File: config.mk
export PLATFORM = sky130hd
export DESIGN_NAME = pf_ddr4_dqs_delay_trainer
export DESIGN_NICKNAME = d
export VERILOG_FILES = /design/src/rtl/pf_ddr4_train_pkg.sv /design/src/rtl/pf_ddr4_train_timer.sv /design/src/rtl/pf_ddr4_dqs_delay_trainer.sv
export SDC_FILE = /design/constraint.sdc
export NUM_CORES = 1
export LEC_CHECK = 0
export ABC_AREA = 1
export ABC_CLOCK_PERIOD_IN_PS = 2670
export CORE_MARGIN = 5
export CORE_UTILIZATION = 51
export CTS_BUF_LIST = sky130_fd_sc_hd__clkbuf_8
export DETAILED_ROUTE_END_ITERATION = 8
export HOLD_SLACK_MARGIN = 0.12
export PLACE_DENSITY = 0.84
export SYNTH_ARGS = -nofsm -noshare
export SYNTH_HDL_FRONTEND = slang
export SYNTH_SLANG_ARGS = --single-unit
export TNS_END_PERCENT = 100
File: constraint.sdc
create_clock -name i_fab_clk -period 2.67 [get_ports i_fab_clk]
set_clock_uncertainty 0.15 [all_clocks]
set_input_delay 0.267 -clock i_fab_clk [delete_from_list [all_inputs] [get_ports i_fab_clk]]
set_output_delay 0.267 -clock i_fab_clk [all_outputs]
set_load 0.05 [all_outputs]
File: src/rtl/pf_ddr4_train_pkg.sv
// rtl/pf_ddr4_train_pkg.sv - shared state encoding and helpers for the DQS delay trainer
package pf_ddr4_train_pkg;

   typedef enum logic [3:0] {
      S_IDLE,
      S_LOAD,
      S_SETTLE,
      S_CLEAR,
      S_SAMPLE,
      S_EVAL,
      S_STEP,
      S_CENTER,
      S_CMOVE,
      S_CWAIT,
      S_DONE,
      S_ERR
   } train_state_t;

   localparam logic TAP_PASS = 1'b1;
   localparam logic TAP_FAIL = 1'b0;

   // Width of a tap index for a delay line with max_taps positions.
   function automatic int tap_w(input int max_taps);
      return (max_taps > 1) ? $clog2(max_taps) : 1;
   endfunction

endpackage

File: src/rtl/pf_ddr4_train_timer.sv
// rtl/pf_ddr4_train_timer.sv - loadable down-counter shared by settle, sample and centre waits
//   i_clk, i_rst_n   : clock, async active-low reset
//   i_load           : load i_load_val into the counter
//   i_load_val       : wait length in cycles (>= 1)
//   o_expire         : high during the last cycle of the wait (counter == 1)
module pf_ddr4_train_timer #(
   parameter int CNT_W = 8
) (
   input  logic             i_clk,
   input  logic             i_rst_n,
   input  logic             i_load,
   input  logic [CNT_W-1:0] i_load_val,
   output logic             o_expire
);

   logic [CNT_W-1:0] r_cnt;

   always_ff @(posedge i_clk or negedge i_rst_n) begin
      if (!i_rst_n) begin
         r_cnt <= '0;
      end else if (i_load) begin
         r_cnt <= i_load_val;
      end else if (r_cnt != '0) begin
         r_cnt <= r_cnt - CNT_W'(1);
      end
   end

   // Loading N yields exactly N cycles in the waiting state, the last one flagged here.
   assign o_expire = (r_cnt == CNT_W'(1));

endmodule

File: src/rtl/pf_ddr4_dqs_delay_trainer.sv
// rtl/pf_ddr4_dqs_delay_trainer.sv - per-lane DQS read-delay window sweep and centring
//   i_fab_clk, i_arst_n           : clock, async active-low reset
//   i_train_start                 : start pulse, accepted only when idle
//   o_train_busy/done/err         : run status; done and err are 1-cycle pulses
//   o_left_tap/o_right_tap        : first contiguous passing window
//   o_final_tap                   : tap currently applied to the delay line
//   o_delay_line_load/move/direction : IOD delay-line controls
//   o_eye_monitor_clear_flags     : clears the sticky eye flags before each sample window
//   i_eye_monitor_early/late      : sticky eye flags
//   i_delay_line_out_of_range     : IOD range fault
module pf_ddr4_dqs_delay_trainer
   import pf_ddr4_train_pkg::*;
#(
   parameter int MAX_TAPS   = 128,
   parameter int SETTLE_CYC = 8,
   parameter int SAMPLE_CYC = 64,
   localparam int TAP_W     = tap_w(MAX_TAPS)
) (
   input  logic             i_fab_clk,
   input  logic             i_arst_n,
   input  logic             i_train_start,
   output logic             o_train_busy,
   output logic             o_train_done,
   output logic             o_train_err,
   output logic [TAP_W-1:0] o_left_tap,
   output logic [TAP_W-1:0] o_right_tap,
   output logic [TAP_W-1:0] o_final_tap,
   output logic             o_delay_line_load,
   output logic             o_delay_line_move,
   output logic             o_delay_line_direction,
   output logic             o_eye_monitor_clear_flags,
   input  logic             i_eye_monitor_early,
   input  logic             i_eye_monitor_late,
   input  logic             i_delay_line_out_of_range
);

   localparam int CNT_MAX = (SAMPLE_CYC > SETTLE_CYC) ? SAMPLE_CYC : SETTLE_CYC;
   localparam int CNT_W   = $clog2(CNT_MAX + 1);
   localparam logic [TAP_W-1:0] TAP_ONE  = TAP_W'(1);
   localparam logic [TAP_W-1:0] LAST_TAP = TAP_W'(MAX_TAPS - 1);

   train_state_t     r_state, w_state;
   logic [TAP_W-1:0] r_tap, w_tap;
   logic [TAP_W-1:0] r_left, w_left;
   logic [TAP_W-1:0] r_right, w_right;
   logic             r_found, w_found;
   logic             r_dir, w_dir;
   logic             r_pass, w_pass;

   logic             w_tmr_load;
   logic [CNT_W-1:0] w_tmr_val;
   logic             w_tmr_expire;
   logic [TAP_W:0]   w_sum;
   logic [TAP_W-1:0] w_target;

   // One extra bit so left+right cannot overflow before halving.
   assign w_sum    = {1'b0, r_left} + {1'b0, r_right};
   assign w_target = TAP_W'(w_sum >> 1);

   pf_ddr4_train_timer #(
      .CNT_W (CNT_W)
   ) u_timer (
      .i_clk      (i_fab_clk),
      .i_rst_n    (i_arst_n),
      .i_load     (w_tmr_load),
      .i_load_val (w_tmr_val),
      .o_expire   (w_tmr_expire)
   );

   always_ff @(posedge i_fab_clk or negedge i_arst_n) begin
      if (!i_arst_n) begin
         r_state <= S_IDLE;
         r_tap   <= '0;
         r_left  <= '0;
         r_right <= '0;
         r_found <= 1'b0;
         r_dir   <= 1'b1;
         r_pass  <= TAP_FAIL;
      end else begin
         r_state <= w_state;
         r_tap   <= w_tap;
         r_left  <= w_left;
         r_right <= w_right;
         r_found <= w_found;
         r_dir   <= w_dir;
         r_pass  <= w_pass;
      end
   end

   always_comb begin
      w_state    = r_state;
      w_tap      = r_tap;
      w_left     = r_left;
      w_right    = r_right;
      w_found    = r_found;
      w_dir      = r_dir;
      w_pass     = r_pass;
      w_tmr_load = 1'b0;
      w_tmr_val  = CNT_W'(SETTLE_CYC);
      o_train_busy              = 1'b1;
      o_train_done              = 1'b0;
      o_train_err               = 1'b0;
      o_delay_line_load         = 1'b0;
      o_delay_line_move         = 1'b0;
      o_eye_monitor_clear_flags = 1'b0;

      case (r_state)
         S_IDLE: begin
            o_train_busy = 1'b0;
            if (i_train_start) w_state = S_LOAD;
         end
         S_LOAD: begin
            o_delay_line_load = 1'b1;
            w_tap      = '0;
            w_found    = 1'b0;
            w_dir      = 1'b1;
            w_tmr_load = 1'b1;
            w_state    = S_SETTLE;
         end
         S_SETTLE: begin
            if (w_tmr_expire) w_state = S_CLEAR;
         end
         S_CLEAR: begin
            o_eye_monitor_clear_flags = 1'b1;
            w_tmr_load = 1'b1;
            w_tmr_val  = CNT_W'(SAMPLE_CYC);
            w_state    = S_SAMPLE;
         end
         S_SAMPLE: begin
            // Flags are sticky, so only the final cycle of the window matters.
            if (w_tmr_expire) begin
               w_pass  = (!i_eye_monitor_early && !i_eye_monitor_late) ? TAP_PASS : TAP_FAIL;
               w_state = S_EVAL;
            end
         end
         S_EVAL: begin
            if (r_pass == TAP_PASS) begin
               if (!r_found) begin
                  w_left  = r_tap;
                  w_found = 1'b1;
               end
               w_right = r_tap;
            end
            if ((r_pass == TAP_FAIL) && r_found) begin
               w_state = S_CENTER;
            end else if (r_tap == LAST_TAP) begin
               w_state = (r_found || (r_pass == TAP_PASS)) ? S_CENTER : S_ERR;
            end else begin
               w_state = S_STEP;
            end
         end
         S_STEP: begin
            o_delay_line_move = 1'b1;
            w_tap      = r_tap + TAP_ONE;
            w_tmr_load = 1'b1;
            w_state    = S_SETTLE;
         end
         S_CENTER: begin
            w_dir   = 1'b0;
            w_state = (r_tap == w_target) ? S_DONE : S_CMOVE;
         end
         S_CMOVE: begin
            o_delay_line_move = 1'b1;
            w_tap      = r_tap - TAP_ONE;
            w_tmr_load = 1'b1;
            w_state    = S_CWAIT;
         end
         S_CWAIT: begin
            // Deciding on the expire cycle gives one MOVE every SETTLE_CYC+1 cycles.
            if (w_tmr_expire) w_state = (r_tap == w_target) ? S_DONE : S_CMOVE;
         end
         S_DONE: begin
            o_train_busy = 1'b0;
            o_train_done = 1'b1;
            w_state      = S_IDLE;
         end
         S_ERR: begin
            o_train_busy = 1'b0;
            o_train_err  = 1'b1;
            w_state      = S_IDLE;
         end
         default: begin
            o_train_busy = 1'b0;
            w_state      = S_IDLE;
         end
      endcase

      // Range fault: a live window is truncated at the last good tap, otherwise the run aborts.
      // With a window already open, a fault seen in EVAL/STEP is picked up in the next SETTLE.
      if (i_delay_line_out_of_range && !(r_state inside {S_IDLE, S_DONE, S_ERR})) begin
         if (!r_found || (r_state inside {S_LOAD, S_CENTER, S_CMOVE, S_CWAIT})) begin
            w_state = S_ERR;
         end else if (r_state inside {S_SETTLE, S_CLEAR, S_SAMPLE}) begin
            w_right = r_tap - TAP_ONE;
            w_state = S_CENTER;
         end
      end
   end

   assign o_left_tap             = r_left;
   assign o_right_tap            = r_right;
   assign o_final_tap            = r_tap;
   assign o_delay_line_direction = r_dir;

endmodule
==> results.yml <==
finish:
  fin_nets: 389
  drive_gt1_share_pct: 12.3
  fin_util_pct: 62.3
  diodes: 0
  mostFrequentLayoutCell: "nand2_1"
  regArea_sq_um: 877
  syn_to_final_growth_pct: 19.5
  multi_input_area_sq_mm: 0.00133
  num-fill-cells: 418
  layout_common_cells: "nand2_1, inv_1, dfrtp_1"
timing:
  rsz0062_at_grt: "no"
  max_freq_ghz: 0.398
  slew_headroom_pct: 64.6
  min_period_over_period_pct: 94.1
  tightest_slew_ns: 0.529
  setup_violations: 0
  slew_violations: 0
  finalSetupTns_ns: 0
  final_hold_viol_count: 0
  post-route-min-period_ns: 2.51
setup_path:
  criticalPathCategory: "reg2out"
  crit_chain: "nor2_2 > inv_1 > nor2_4 > clkdlybuf4s50_1"
  reg2reg_to: "r_state[1]"
  rr_startpoint: "o_left_tap[1]"
  rr_worst_depth: 11
  crit_family: "buffers and inverters"
  arrival_ns: 2.09
  cp_slowest_stage_delay_ns: 0.85
  cp.depth: 4
  cp-start-kind: "flop"
  regToRegSetupSlack_ns: 0.67
  cp_max_fo: 6
  crit_path_top_delay_cell: "clkdlybuf4s50_1"
  crit_required_ns: 2.25
  crit_path_end_kind: "output pin"
  cp_num_buf_inv: 2
grt:
  track_usage_pct: 19.5
  grt_pass1_wl_mm: 9.66
  grt_remaining_overflow: 0
  grt_pass1_vias: 2188
  antenna_found_initial: 0
  grt_max_degree: 36
placement:
  port_buffers: 33
  dpl.hpwl_mm: 4.37
  place.gp.congestion: 0.880
clocking:
  post-cts-setup-buffer-count: 0
  cts_inserted_buffers: 5
  clock_path_buffers: 2
  postCtsHoldBufs: 0
  cts_resized: 0
  cts.htree.levels: 2
  cts-root-buf: "clkbuf_8"
  clock-sinks: 35
  cts_tree: "done"
  insertion_delay_ns: 0.29
  path_clk_slew_ns: 0.08
worst_hold_path:
  hold_path.class: "in2async"
logic_synthesis:
  synthCells: 336
  synth_seq_cells: 35
  ys_seq_area_share_pct: 36.1
  synth-xor-area-share_pct: 4.69
  synth_top_family_by_area: "simple AND/OR/NAND/NOR gates"
  synth_top_area_cell: "dfrtp_1"
  netlist_top_cells_area: "dfrtp_1, nand2_1, inv_1"
  synthesis.area_sq_mm: 0.00243
  syn_nets: 353
  synth_fa_ha_area_share_pct: 5.98
  synth_compound_area_share_pct: 10.3
  synthMuxAreaShare_pct: 0
  synth_top_area_share_pct: 35.1
  synthSimpleGateAreaFrac_pct: 33.8
  ys_types: 32
  ys.warnings.count: 0
  avgSynthCellArea_sq_um: 7.22
drt:
  vias: 2254
  drtAntennaViolNets: 0
  drt_first_pass_iters: 4
  detail_route.wl_per_cell_um: 13.0
  drt_iter0_drc: 115
  wl_mm: 5.56
  vias_per_cell: 5.28
  drc: 0
power_and_ir_drop:
  ir_drop_mv: 0.703
  p_leak_uw: 0.00146
  p_per_area_mw_per_mm2: 1410
floorplanning:
  core-area_sq_mm: 0.00466
  io-pin-count: 34
  initial_core_util_pct: 52.1
  rows: 25
  die_area_sq_mm: 0.00624
  fp.dieH_um: 79.0
  die_w_um: 79.0
flow_run:
  cap_violations: 0
run_status:
  status: "finished clean"
==> layer usage <==
layer | wire (um) | global-route usage (%) | up-vias
met3 | 290 | 5.10 | 9
met1 | 2480 | 23.2 | 1053
met4 | 84 | 6.19 | 0
met2 | 2710 | 34.3 | 47
met5 | 0 | 0 | -
li1 | - | - | 1145
==> stage by stage <==
step                      instances  hold slack (ns)  setup WS (ns)  instance area [sq um]  total power (uW)
after global routing            427            0.282         0.0885                   2900              4440
after detailed placement        419            0.315          0.467                   2800              3660
after floorplan                 336           -0.179          0.542                   2430              2960
after CTS                       427            0.247          0.138                   2900              4100
after global placement          419            0.304          0.537                   2800              3580
final                           427            0.240          0.159                   2900              4080
==> sequential cells by signal, indices dropped and copies added (netlist names) <==
signal                  flops
o_right_tap                 7
o_final_tap                 7
r_state                     4
r_pass                      1
o_delay_line_direction      1
o_left_tap                  7
u_timer.r_cnt               7
r_found                     1
==> power breakdown <==
group / internal (uW) / total [uW] / switching [uW]
Combinational: 893 / 2640 / 1750
Sequential: 756 / 1010 / 259
Clock: 235 / 432 / 197
Total: 1880 / 4080 / 2200
==> worst reg2reg max path: cells and delay by family, from the launching register on <==
kind | cells | cell delay, ns
buffers and inverters | 2 | 0.13
AOI/OAI and AO/OA | 1 | 0.16
and+or+nand+nor | 7 | 0.66
adders and majority gates | 1 | 0.44
DFF | 1 | 0.39
==> synthesized netlist by cell type (all sizes together) <==
library cell	instances
dfstp	1
ha	10
or2	2
buf	4
nand3	23
nor3	6
a21o	1
nor2	37
o221ai	1
fa	1
clkbuf	1
o21a	1
dfrtp	34
o21ai	27
nor4	1
inv	51
nand4	7
xor2	8
o31ai	2
a21oi	9
o211ai	3
xnor2	5
nand2	101
==> how the worst max path moves through the flow <==
stage                    start                   endpoint  slack (ns)
floorplan           r_state[0]             o_right_tap[0]        0.54
global placement    r_state[3]  o_eye_monitor_clear_flags        0.54
detailed placement  r_state[3]  o_eye_monitor_clear_flags        0.47
CTS                 r_state[3]  o_eye_monitor_clear_flags        0.14
global route        r_state[3]  o_eye_monitor_clear_flags        0.09
finish              r_state[3]  o_eye_monitor_clear_flags        0.16
==> cell families (layout without fill, tap and decap cells) <==
family                     after synthesis  in the layout
buffers and inverters                   56             93
AOI/OAI and AO/OA                       44             44
and+or+nand+nor                        177            177
adders and majority gates               11             11
DFF                                     35             35
xor gates and xnor gates                13             13
==> layout make-up <==
class / instances / area share [%]
Clock inverter: 1 / 0.259
Multi-Input combinational cell: 245 / 45.8
Inverter: 51 / 6.60
Sequential cell: 35 / 30.2
Tap cell: 54 / 2.33
Clock buffer: 7 / 3.32
Timing Repair Buffer: 34 / 11.5
Note: power is estimated with default switching activity, not from simulation.
